File: src/rtl/user_popcount_seq.sv
// Sequencer that feeds a memory buffer into the set-bit-count accelerator over OBI and latches
// the 16-bit result; configured and started through an OBI subordinate register port.
module user_popcount_seq #(
  parameter logic [31:0] AccBaseAddr = 32'h2000_1000,
  parameter int unsigned LenWidth    = 16,
  parameter type obi_req_t = struct packed {
    logic req;
    struct packed {
      logic [31:0] addr;
      logic        we;
      logic [3:0]  be;
      logic [31:0] wdata;
      logic [0:0]  aid;
    } a;
  },
  parameter type obi_rsp_t = struct packed {
    logic gnt;
    logic rvalid;
    struct packed {
      logic [31:0] rdata;
      logic [0:0]  rid;
      logic        err;
    } r;
  }
) (
  input  logic     clk_i,
  input  logic     rst_i,
  input  obi_req_t sbr_obi_req_i,
  output obi_rsp_t sbr_obi_rsp_o,
  output obi_req_t mgr_obi_req_o,
  input  obi_rsp_t mgr_obi_rsp_i,
  output logic     busy_o,
  output logic     done_o
);

  typedef enum logic [2:0] {StIdle, StClr, StRd, StAcc, StRes} state_e;

  state_e              state_q, state_d;
  logic                wait_q, wait_d;  // 0: issuing request, 1: waiting for rvalid
  logic [31:0]         src_q, src_d;
  logic [LenWidth-1:0] len_q, len_d;
  logic [31:0]         ptr_q, ptr_d;
  logic [LenWidth-1:0] cnt_q, cnt_d;
  logic [31:0]         word_q, word_d;
  logic [15:0]         result_q, result_d;
  logic                err_q, err_d;
  logic                done_q, done_d;

  logic                sbr_rvalid_q, sbr_rvalid_d;
  logic [0:0]          sbr_rid_q, sbr_rid_d;
  logic [31:0]         sbr_rdata_q, sbr_rdata_d;
  logic                sbr_err_q, sbr_err_d;

  logic                busy;
  logic                start;

  assign busy   = (state_q != StIdle);
  assign busy_o = busy;
  assign done_o = done_q;

  // Register port: always granted, response one cycle later.
  always_comb begin
    start        = 1'b0;
    src_d        = src_q;
    len_d        = len_q;
    sbr_rvalid_d = sbr_obi_req_i.req;
    sbr_rid_d    = sbr_obi_req_i.a.aid;
    sbr_rdata_d  = '0;
    sbr_err_d    = 1'b0;
    if (sbr_obi_req_i.req) begin
      if (sbr_obi_req_i.a.we) begin
        case (sbr_obi_req_i.a.addr[3:2])
          2'd0: begin
            if (busy) sbr_err_d = 1'b1;
            else      src_d     = {sbr_obi_req_i.a.wdata[31:2], 2'b00};
          end
          2'd1: begin
            if (busy) sbr_err_d = 1'b1;
            else      len_d     = sbr_obi_req_i.a.wdata[LenWidth-1:0];
          end
          2'd2: begin
            if (busy) sbr_err_d = 1'b1;
            else      start     = sbr_obi_req_i.a.wdata[0];
          end
          default: sbr_err_d = 1'b1;
        endcase
      end else begin
        unique case (sbr_obi_req_i.a.addr[3:2])
          2'd0: sbr_rdata_d = src_q;
          2'd1: sbr_rdata_d = 32'(len_q);
          2'd2: sbr_rdata_d = '0;
          2'd3: sbr_rdata_d = {14'd0, err_q, busy, result_q};
        endcase
      end
    end
  end

  always_comb begin
    sbr_obi_rsp_o         = '0;
    sbr_obi_rsp_o.gnt     = sbr_obi_req_i.req;
    sbr_obi_rsp_o.rvalid  = sbr_rvalid_q;
    sbr_obi_rsp_o.r.rdata = sbr_rdata_q;
    sbr_obi_rsp_o.r.rid   = sbr_rid_q;
    sbr_obi_rsp_o.r.err   = sbr_err_q;
  end

  // Job FSM; the manager request fields depend only on state and held registers,
  // so they stay constant while a request waits for its grant.
  always_comb begin
    state_d  = state_q;
    wait_d   = wait_q;
    ptr_d    = ptr_q;
    cnt_d    = cnt_q;
    word_d   = word_q;
    result_d = result_q;
    err_d    = err_q;
    done_d   = 1'b0;

    mgr_obi_req_o      = '0;
    mgr_obi_req_o.a.be = 4'hF;
    case (state_q)
      StClr: begin
        mgr_obi_req_o.a.addr = AccBaseAddr;
        mgr_obi_req_o.a.we   = 1'b1;
      end
      StRd: mgr_obi_req_o.a.addr = ptr_q;
      StAcc: begin
        mgr_obi_req_o.a.addr  = AccBaseAddr + 32'h4;
        mgr_obi_req_o.a.we    = 1'b1;
        mgr_obi_req_o.a.wdata = word_q;
      end
      StRes: mgr_obi_req_o.a.addr = AccBaseAddr + 32'h8;
      default: ;
    endcase
    mgr_obi_req_o.req = busy && !wait_q;

    if (!busy) begin
      if (start) begin
        err_d    = 1'b0;
        result_d = '0;
        ptr_d    = src_q;
        cnt_d    = len_q;
        wait_d   = 1'b0;
        state_d  = StClr;
      end
    end else if (!wait_q) begin
      if (mgr_obi_rsp_i.gnt) wait_d = 1'b1;
    end else if (mgr_obi_rsp_i.rvalid) begin
      wait_d = 1'b0;
      if (mgr_obi_rsp_i.r.err) begin
        err_d   = 1'b1;
        done_d  = 1'b1;
        state_d = StIdle;
      end else begin
        case (state_q)
          StClr: state_d = (cnt_q != '0) ? StRd : StRes;
          StRd: begin
            word_d  = mgr_obi_rsp_i.r.rdata;
            state_d = StAcc;
          end
          StAcc: begin
            ptr_d   = ptr_q + 32'd4;
            cnt_d   = cnt_q - LenWidth'(1);
            state_d = (cnt_q != LenWidth'(1)) ? StRd : StRes;
          end
          StRes: begin
            result_d = mgr_obi_rsp_i.r.rdata[15:0];
            done_d   = 1'b1;
            state_d  = StIdle;
          end
          default: state_d = StIdle;
        endcase
      end
    end
  end

  always_ff @(posedge clk_i) begin
    if (rst_i) begin
      state_q      <= StIdle;
      wait_q       <= 1'b0;
      src_q        <= '0;
      len_q        <= '0;
      ptr_q        <= '0;
      cnt_q        <= '0;
      word_q       <= '0;
      result_q     <= '0;
      err_q        <= 1'b0;
      done_q       <= 1'b0;
      sbr_rvalid_q <= 1'b0;
      sbr_rid_q    <= '0;
      sbr_rdata_q  <= '0;
      sbr_err_q    <= 1'b0;
    end else begin
      state_q      <= state_d;
      wait_q       <= wait_d;
      src_q        <= src_d;
      len_q        <= len_d;
      ptr_q        <= ptr_d;
      cnt_q        <= cnt_d;
      word_q       <= word_d;
      result_q     <= result_d;
      err_q        <= err_d;
      done_q       <= done_d;
      sbr_rvalid_q <= sbr_rvalid_d;
      sbr_rid_q    <= sbr_rid_d;
      sbr_rdata_q  <= sbr_rdata_d;
      sbr_err_q    <= sbr_err_d;
    end
  end

  logic unused_bits;
  assign unused_bits = ^{sbr_obi_req_i.a.be, sbr_obi_req_i.a.addr, sbr_obi_req_i.a.wdata,
                         mgr_obi_rsp_i.r.rid};

endmodule

File: config.mk
export PLATFORM = sky130hd
export DESIGN_NAME = user_popcount_seq
export DESIGN_NICKNAME = d
export VERILOG_FILES = /design/src/rtl/user_popcount_seq.sv
export SDC_FILE = /design/constraint.sdc
export NUM_CORES = 1
export LEC_CHECK = 0
export BUFFER_PORTS_ARGS = -buffer_cell sky130_fd_sc_hd__buf_2
export CAP_MARGIN = 20
export CORE_MARGIN = 5
export CORE_UTILIZATION = 39
export CTS_CLUSTER_SIZE = 12
export DETAILED_ROUTE_END_ITERATION = 6
export HOLD_SLACK_MARGIN = 0.05
export SKIP_CTS_REPAIR_TIMING = 1
export SLEW_MARGIN = 20
export SYNTH_ARGS = -nofsm -noshare
export SYNTH_HDL_FRONTEND = slang
export SYNTH_SLANG_ARGS = --single-unit
File: constraint.sdc
create_clock -name clk_i -period 2.34 [get_ports clk_i]
set_clock_uncertainty 0.1 [all_clocks]
set_input_delay 0.234 -clock clk_i [delete_from_list [all_inputs] [get_ports clk_i]]
set_output_delay 0.234 -clock clk_i [all_outputs]
set_load 0.02 [all_outputs]
==> impl_summary.md, run 1 <==
Outcome
The flow ran to the end, and the final reports show no timing, DRC or antenna violations.

Finish
The sequential cell area is 3620 µm². From synthesis to final layout, the design area changed by 30.1%. The most common cell after layout, fill and taps aside is sky130_fd_sc_hd__nand2_1. The share of final-layout standard cells stronger than drive strength 1 is 0.208. Summing all non-filler instances in the final layout gives an area of roughly 11000 µm².

The combined area of the multi-input logic cells is approximately 4300 µm². The count of nets after finishing is approximately 1400. 0 antenna diodes ended up in the layout. In the layout the commonest cells are 192 x sky130_fd_sc_hd__nand2_1, 181 x sky130_fd_sc_hd__dfxtp_1, 174 x sky130_fd_sc_hd__buf_2.

The count of fill cells added during filler insertion is 2057.

Logic synthesis
The share of the synthesized area in the top cell type is 0.437. In the synthesized netlist the dominant register cell turns out to be sky130_fd_sc_hd__dfxtp_1. The synthesized design contains 0 enable-type register cells.

The synthesized design contains 181 register bits. The cell type with the largest total area after synthesis is sky130_fd_sc_hd__dfxtp_1. In the post-synthesis netlist, the biggest area contributors are sky130_fd_sc_hd__dfxtp_1 44%, sky130_fd_sc_hd__nand2_1 8.7%, sky130_fd_sc_hd__a21oi_1 7.9%.

The share of the Yosys chip area taken by registers is 0.437. The post-synthesis cell type count is 58. After technology mapping, the gate count stands at 1049. Averaged over all synthesized cells, the footprint is slightly below 8 µm². The post-synth design cell area is 8300 µm². The number of warning messages in the yosys log is 0. Counting flops with an async set or reset pin after synthesis yields a share of 0.

STA
Setup violations remaining at the end of the flow were counted as 0. For the pin with the worst max-slew slack, the measured transition is approximately 0.66 ns. For the final routed database, the setup TNS stands at 0 ns. Of the available clock period, the critical path in the final layout requires 0.957. The relative slew slack is 0.563. The total count of max-transition violations in the final report is 0.

The time the worst path needs with I/O delays and setup is approximately 2.2 ns. Static timing analysis puts the maximum clock frequency at 0.446 GHz. Once routing completed, OpenROAD measured the worst setup slack at 0.0997 ns. The final-report hold violation count is 0.

Placed design
The quantity of I/O buffers inserted on ports is 175. The congestion estimate from routability-driven global placement came to 0.826. Once detailed placement completed, the half-perimeter wirelength came to 18300 µm. OpenSTA, run right after detailed placement, puts the worst setup slack at 0.0867 ns.

The placed instances occupy a cell area of 9520 µm².

Worst setup path
The cell class contributing the biggest share of worst-path delay is buffers and inverters. The signal arrival time at the worst endpoint is 1.91 ns. STA classifies the critical path startpoint as a register. The largest fanout on the critical path is 34. Among the stages of the critical path, the cell type that occurs most often is sky130_fd_sc_hd__buf_4. The slowest stage of the critical path is the sky130_fd_sc_hd__dfxtp_1 cell. The path depth of the worst reg2reg path is 7.

Together, buffers and inverters on the worst path number 3. STA classifies the critical path endpoint as a primary output. On the worst path, the slowest cell contributes a delay of ~0.38 ns. Data on the critical path is required at its endpoint by 2.01 ns. The number of cells on the critical path is 5. The kind of critical path is register to primary output.

Traced cell by cell, the critical path runs through buf_4, nor2b_2, buf_4, and3_1, buf_2.

Pwr
The design draws 6470 µW. Summed over all cells, the static leakage comes to 0.00445 µW. Across the VDD grid, the largest voltage drop is about 0.0005 V. The total power divided by cell area is between 500 and 600 nW/µm².

GRT
The global-route congestion overflow total is 0. The via count of the first global-routing pass was 7459. The first global-routing pass estimated 39500 µm of wire.

For this run, the total global-route usage over all layers was measured as 0.201. The initial antenna violation count is 1. The pin count of the biggest net entering global routing is between 70 and 80.

CTS
The buffer depth of the longest clock path is 2. TritonCTS built the clock tree. In this run the clock root is driven by a sky130_fd_sc_hd__clkbuf_16. After clock tree synthesis, the clock-pin slew on the worst setup and hold paths is 0.07 ns. At the later pin of the worst-skew pair, clock insertion delay measures 0.43 ns. Buffers inserted during clock tree synthesis total 17. The clock drives 181 sinks. In this run the number of H-tree levels came out at 4.

Drt
The first-pass detailed-route iteration total is 5. The mean number of vias per cell is 5.28. Dividing the detail-routed wire length by the instance count gives 16.8 µm. After detailed routing, the total wire length is around 26000 µm. The detailed router's first-iteration violation count is between 500 and 600. The post-detailed-route DRC marker count is 0. The via count of the routed design is 8224. The post-route antenna net violation count is 0.

Min path
The worst min-delay path category is primary input to register. The number of cells on the worst hold path is 3.

Floorplanning
For this configuration, the core starts out at a cell density of 0.395. The die covers 24300 µm². 218 I/O pins were placed. Measured along the x axis, the die boundary spans 156 µm. The core outline area is 21000 µm². The cell row count is 53. The die is 156 µm tall.

Run
The number of max-capacitance violations reported is 0.
==> worst paths after layout <==
kind	start	to	slack, ns
max	state_q[0]	mgr_obi_req_o[10]	0.1
min	mgr_obi_rsp_i[0]	err_q	0.09
max reg2reg	state_q[1]	ptr_q[15]	0.14
min reg2reg	word_q[31]	word_q[31]	0.35
==> per-layer routing <==
layer	global-route usage	vias up	routed length [µm]
li1	-	4090	-
met3	0.0527	37	1830
met5	0	-	0
met4	0.0688	0	628
met1	0.277	3842	11900
met2	0.306	255	11800
==> cells in the mapped netlist, types with 10 or more instances <==
cell / n
sky130_fd_sc_hd__a31oi_1: 10
sky130_fd_sc_hd__a22o_1: 19
sky130_fd_sc_hd__mux2i_1: 35
sky130_fd_sc_hd__and2_1: 43
sky130_fd_sc_hd__nor2_1: 92
sky130_fd_sc_hd__o21ai_0: 31
sky130_fd_sc_hd__a211oi_1: 14
sky130_fd_sc_hd__clkbuf_1: 64
sky130_fd_sc_hd__buf_4: 16
sky130_fd_sc_hd__a21oi_1: 131
sky130_fd_sc_hd__and3_1: 37
sky130_fd_sc_hd__nand4_1: 13
sky130_fd_sc_hd__nor3_1: 22
sky130_fd_sc_hd__nand3_1: 19
sky130_fd_sc_hd__inv_1: 10
sky130_fd_sc_hd__dfxtp_1: 181
sky130_fd_sc_hd__nand2_1: 192
==> worst min-delay path, stage by stage <==
cell and delay, ns:
sky130_fd_sc_hd__buf_2 0.15, sky130_fd_sc_hd__a21oi_1 0.14, sky130_fd_sc_hd__nor3_1 0.06
==> cell families (layout without fill, tap and decap cells) <==
logic type,Yosys count,in the layout,share of synthesized area
compound gates,265,265,0.198
fa+ha+maj,4,4,0.00603
buf+inv,103,331,0.0562
flops,181,181,0.437
mux,35,35,0.0422
other cells,2,7,0.000905
simple gates,459,459,0.260
==> stage by stage <==
step                instances  hold WS [ns]   util
detailed placement       1456         0.344  0.453
global route             1557         0.118  0.514
global placement         1456         0.338  0.453
floorplan                1054         0.260      -
finish                   1557        0.0935  0.514
CTS                      1488       -0.0967  0.480
==> state kept, by name, summed over array words and instances, names as in the netlist, 3 cells and up <==
signal and flops:
cnt_q 16, len_q 16, ptr_q 30, result_q 16, sbr_rdata_q 32, src_q 30
state_q 3, word_q 32
==> area by class of cell <==
cell class | instances | area share
clock inverters | 15 | 0.0146
clock buffers | 17 | 0.0394
flip-flops and latches | 181 | 0.335
well taps | 275 | 0.0319
repair buffers | 288 | 0.181
multi-input cells | 770 | 0.394
inverters | 11 | 0.00382
==> power by group <==
group          leakage (µW)  switching [µW]  internal (µW)  total [µW]
registers           0.00146            34.6           3110        3140
clock network      0.000283            1420           1440        2850
logic               0.00271             261            219         480
(Power assumes the default switching activity.)
==> run 2, diff against run 1 <==
- CORE_UTILIZATION: 39 -> 50
- PLACE_DENSITY: not set -> 0.76
==> run 2 against run 1 <==
Largest power group unchanged. Power rose by 2.3%. First-iteration DRC count grew 34%. Hold slack lost 0.062 ns. Highest routed layer unchanged. Sequential power barely moved. Cell area decreased by 0.57%. Die area fell by 21%. Sequential cell count is the same. Global-route usage up 3.9 points. Core utilization increased by 14 points. Sequential share of layout area grew 0.21 points.
==> impl_summary.md, run 2 (synthesis gave the netlist of run 1 again) <==
Outcome
The flow ran to the end, and the final reports show no timing, DRC or antenna violations.

Min path
The worst min-delay path category is primary input to register.

Placed design
At the placement stage, the worst setup path has a slack of 0.110 ns. The total cell area at the placement stage is between 9000 and 10000 µm². At the end of routability-driven placement, the weighted congestion stood at 0.905. The quantity of I/O buffers inserted on ports is ~180. Summed over all nets, the half-perimeter wirelength after detailed placement is 16900 µm.

Finish
The area growth from synthesis to layout is 29.4%. The area of all placed cells without fillers is 10700 µm². The library cell used most frequently in the layout, excluding fill and tap cells, is sky130_fd_sc_hd__nand2_1. Leaving out fill and tap cells, the most frequent cells in the layout are 192 x sky130_fd_sc_hd__nand2_1, 179 x sky130_fd_sc_hd__dfxtp_1, 174 x sky130_fd_sc_hd__buf_2. The sequential cell area is 3630 µm². The final layout contains 1376 nets. The combined area of the multi-input logic cells is 4260 µm². The share of final-layout standard cells stronger than drive strength 1 is 0.206. The filler cells instantiated in the layout total 1346. The largest registers in the layout are sbr_rdata_q: 32 flops, word_q: 32 flops.

GRT
After global routing the overflow that remains totals 0. The via count of the first global-routing pass is ~7500. The pin count of the biggest net entering global routing is 76. In the global route stage, overall resource usage came out at 0.240. The initial antenna violation count is 0. The first-pass GRT wire length is 38300 µm.

STA
The final-report hold violation count is 0. In the finished design, the share of the clock period the worst path needs comes to 0.968. Headroom to the max-slew limit came out at 0.496. The total count of max-transition violations in the final report was 0. The final count of negative-setup-slack endpoints is 0. The time the worst path needs with I/O delays and setup is 2.27 ns. The smallest setup slack after layout is 0.0744 ns. Setup total negative slack on the finished layout was measured at 0 ns. The worst-margin pin slew is 0.756 ns. Derived from the worst setup path, the maximum achievable clock frequency is 0.441 GHz.

Drt
In this run, the number of DRC markers left after iteration 0 of detailed routing was about 690. The first-pass detailed-route iteration total is 6. The mean number of vias per cell is between 5 and 6. For this run, design rule violations remaining after detail routing come to 0. The wire length per cell is roughly 17 µm.

The via count of the routed design is 8425. In this run the remaining antenna-violating nets after routing total 0. The final routed wirelength across all metal layers is 25400 µm.

Worst setup path
Along the worst path, the maximum fanout reaches 34. For the worst setup path, the data required time is 2.01 ns. The critical path goes through buf_4, nor2b_2, buf_4, and3_1, buf_2. For this run, the slowest stage of the critical path takes between 0.4 and 0.5 ns. For the worst setup path, the data arrival time is 1.93 ns. Counting stages on the worst path, the most repeated cell is sky130_fd_sc_hd__buf_4.

The slowest stage of the critical path belongs to the cell sky130_fd_sc_hd__dfxtp_1. STA classifies the critical path startpoint as a register. The category of the worst setup path capture point is a primary output. The kind of critical path is register to primary output.

Pwr
Of the total power, combinational logic draws 0.073. The completed layout was analyzed and its total power is around 6600 µW. Of the total power, the clock network draws 0.452. VDD sags by at most between 0.0005 and 0.0006 V. Of the total power, the share spent switching nets is 0.236.

In this run the power density over the cells is 617 nW/µm². The net switching power is roughly 1600 µW. In this run the static leakage power is about 0.0044 µW. The sequential cell fraction of total power is 0.475.

The internal power consumption is 5060 µW.

CTS
The buffer type at the clock tree root is sky130_fd_sc_hd__clkbuf_16. The H-tree was split into 4 levels. The clock input transition at the sequential cells of the worst setup and hold paths is 0.07 ns. The buffer depth of the longest clock path is 2. The number of clock sinks is 181. The CTS buffer count is 17. For the worst-skew pair, the clock arrives at the later sink with an insertion delay of roughly 0.43 ns.

TritonCTS built the clock tree.

Floorplanning
In this run the standard cell core region covers 16400 µm². For this design the top-level I/O count stands at 218. The floorplan step set the die width to 139 µm. The initialized floorplan defines 47 standard-cell rows. The floorplan die area is 19300 µm². The die is between 100 and 150 µm tall.

The initial standard-cell utilization of the core is 0.506.

Run
The number of max-capacitance violations reported is 0.
## run 2: worst max-delay path: cells and delay by family (launching register included)
family                 cells  cell delay [ns]
buffers and inverters      3             0.67
AND/OR/NAND/NOR            2             0.35
flip-flops                 1             0.46
## run 2: final timing paths
kind	startpoint	to	slack, ns	depth (start not counted)
setup / recovery	state_q[0]	mgr_obi_req_o[22]	0.07	5
hold / removal	mgr_obi_rsp_i[0]	done_o	0.03	3
setup reg to reg	state_q[1]	result_q[0]	0.21	7
hold reg to reg	word_q[22]	word_q[22]	0.35	2
## run 2: layer usage
metal / part of all wire / wire length, µm / global-route usage
met1: 0.43 / 10900 / 0.318
met2: 0.47 / 12000 / 0.378
met3: 0.074 / 1880 / 0.0741
met4: 0.024 / 605 / 0.0757
met5: 0 / 0 / 0
## run 2: layout make-up
cell class                 count  share of cell area
clock buffer                  19              0.0412
clock inverter                13              0.0157
timing repair buffer         282               0.179
sequential                   181               0.338
antenna                        1            0.000233
tap                          220              0.0256
inverter                      11             0.00384
multi-input combinational    770               0.396
## run 2: power by group through the flow
stage / Sequential (µW) / Clock (µW) / Combinational [µW]
floorplan: 3200 / 0 / 240
global placement: 3210 / 0 / 377
detailed placement: 3210 / 0 / 381
CTS: 3140 / 3030 / 384
global route: 3150 / 3180 / 524
finish: 3150 / 2990 / 483
## run 2: through the flow
stage               utilization  hold slack (ns)  cells
floorplan                     -            0.260   1054
global placement          0.575            0.337   1396
detailed placement        0.575            0.344   1396
CTS                       0.612           -0.102   1428
global route              0.654           0.0604   1496
finish                    0.655           0.0314   1497
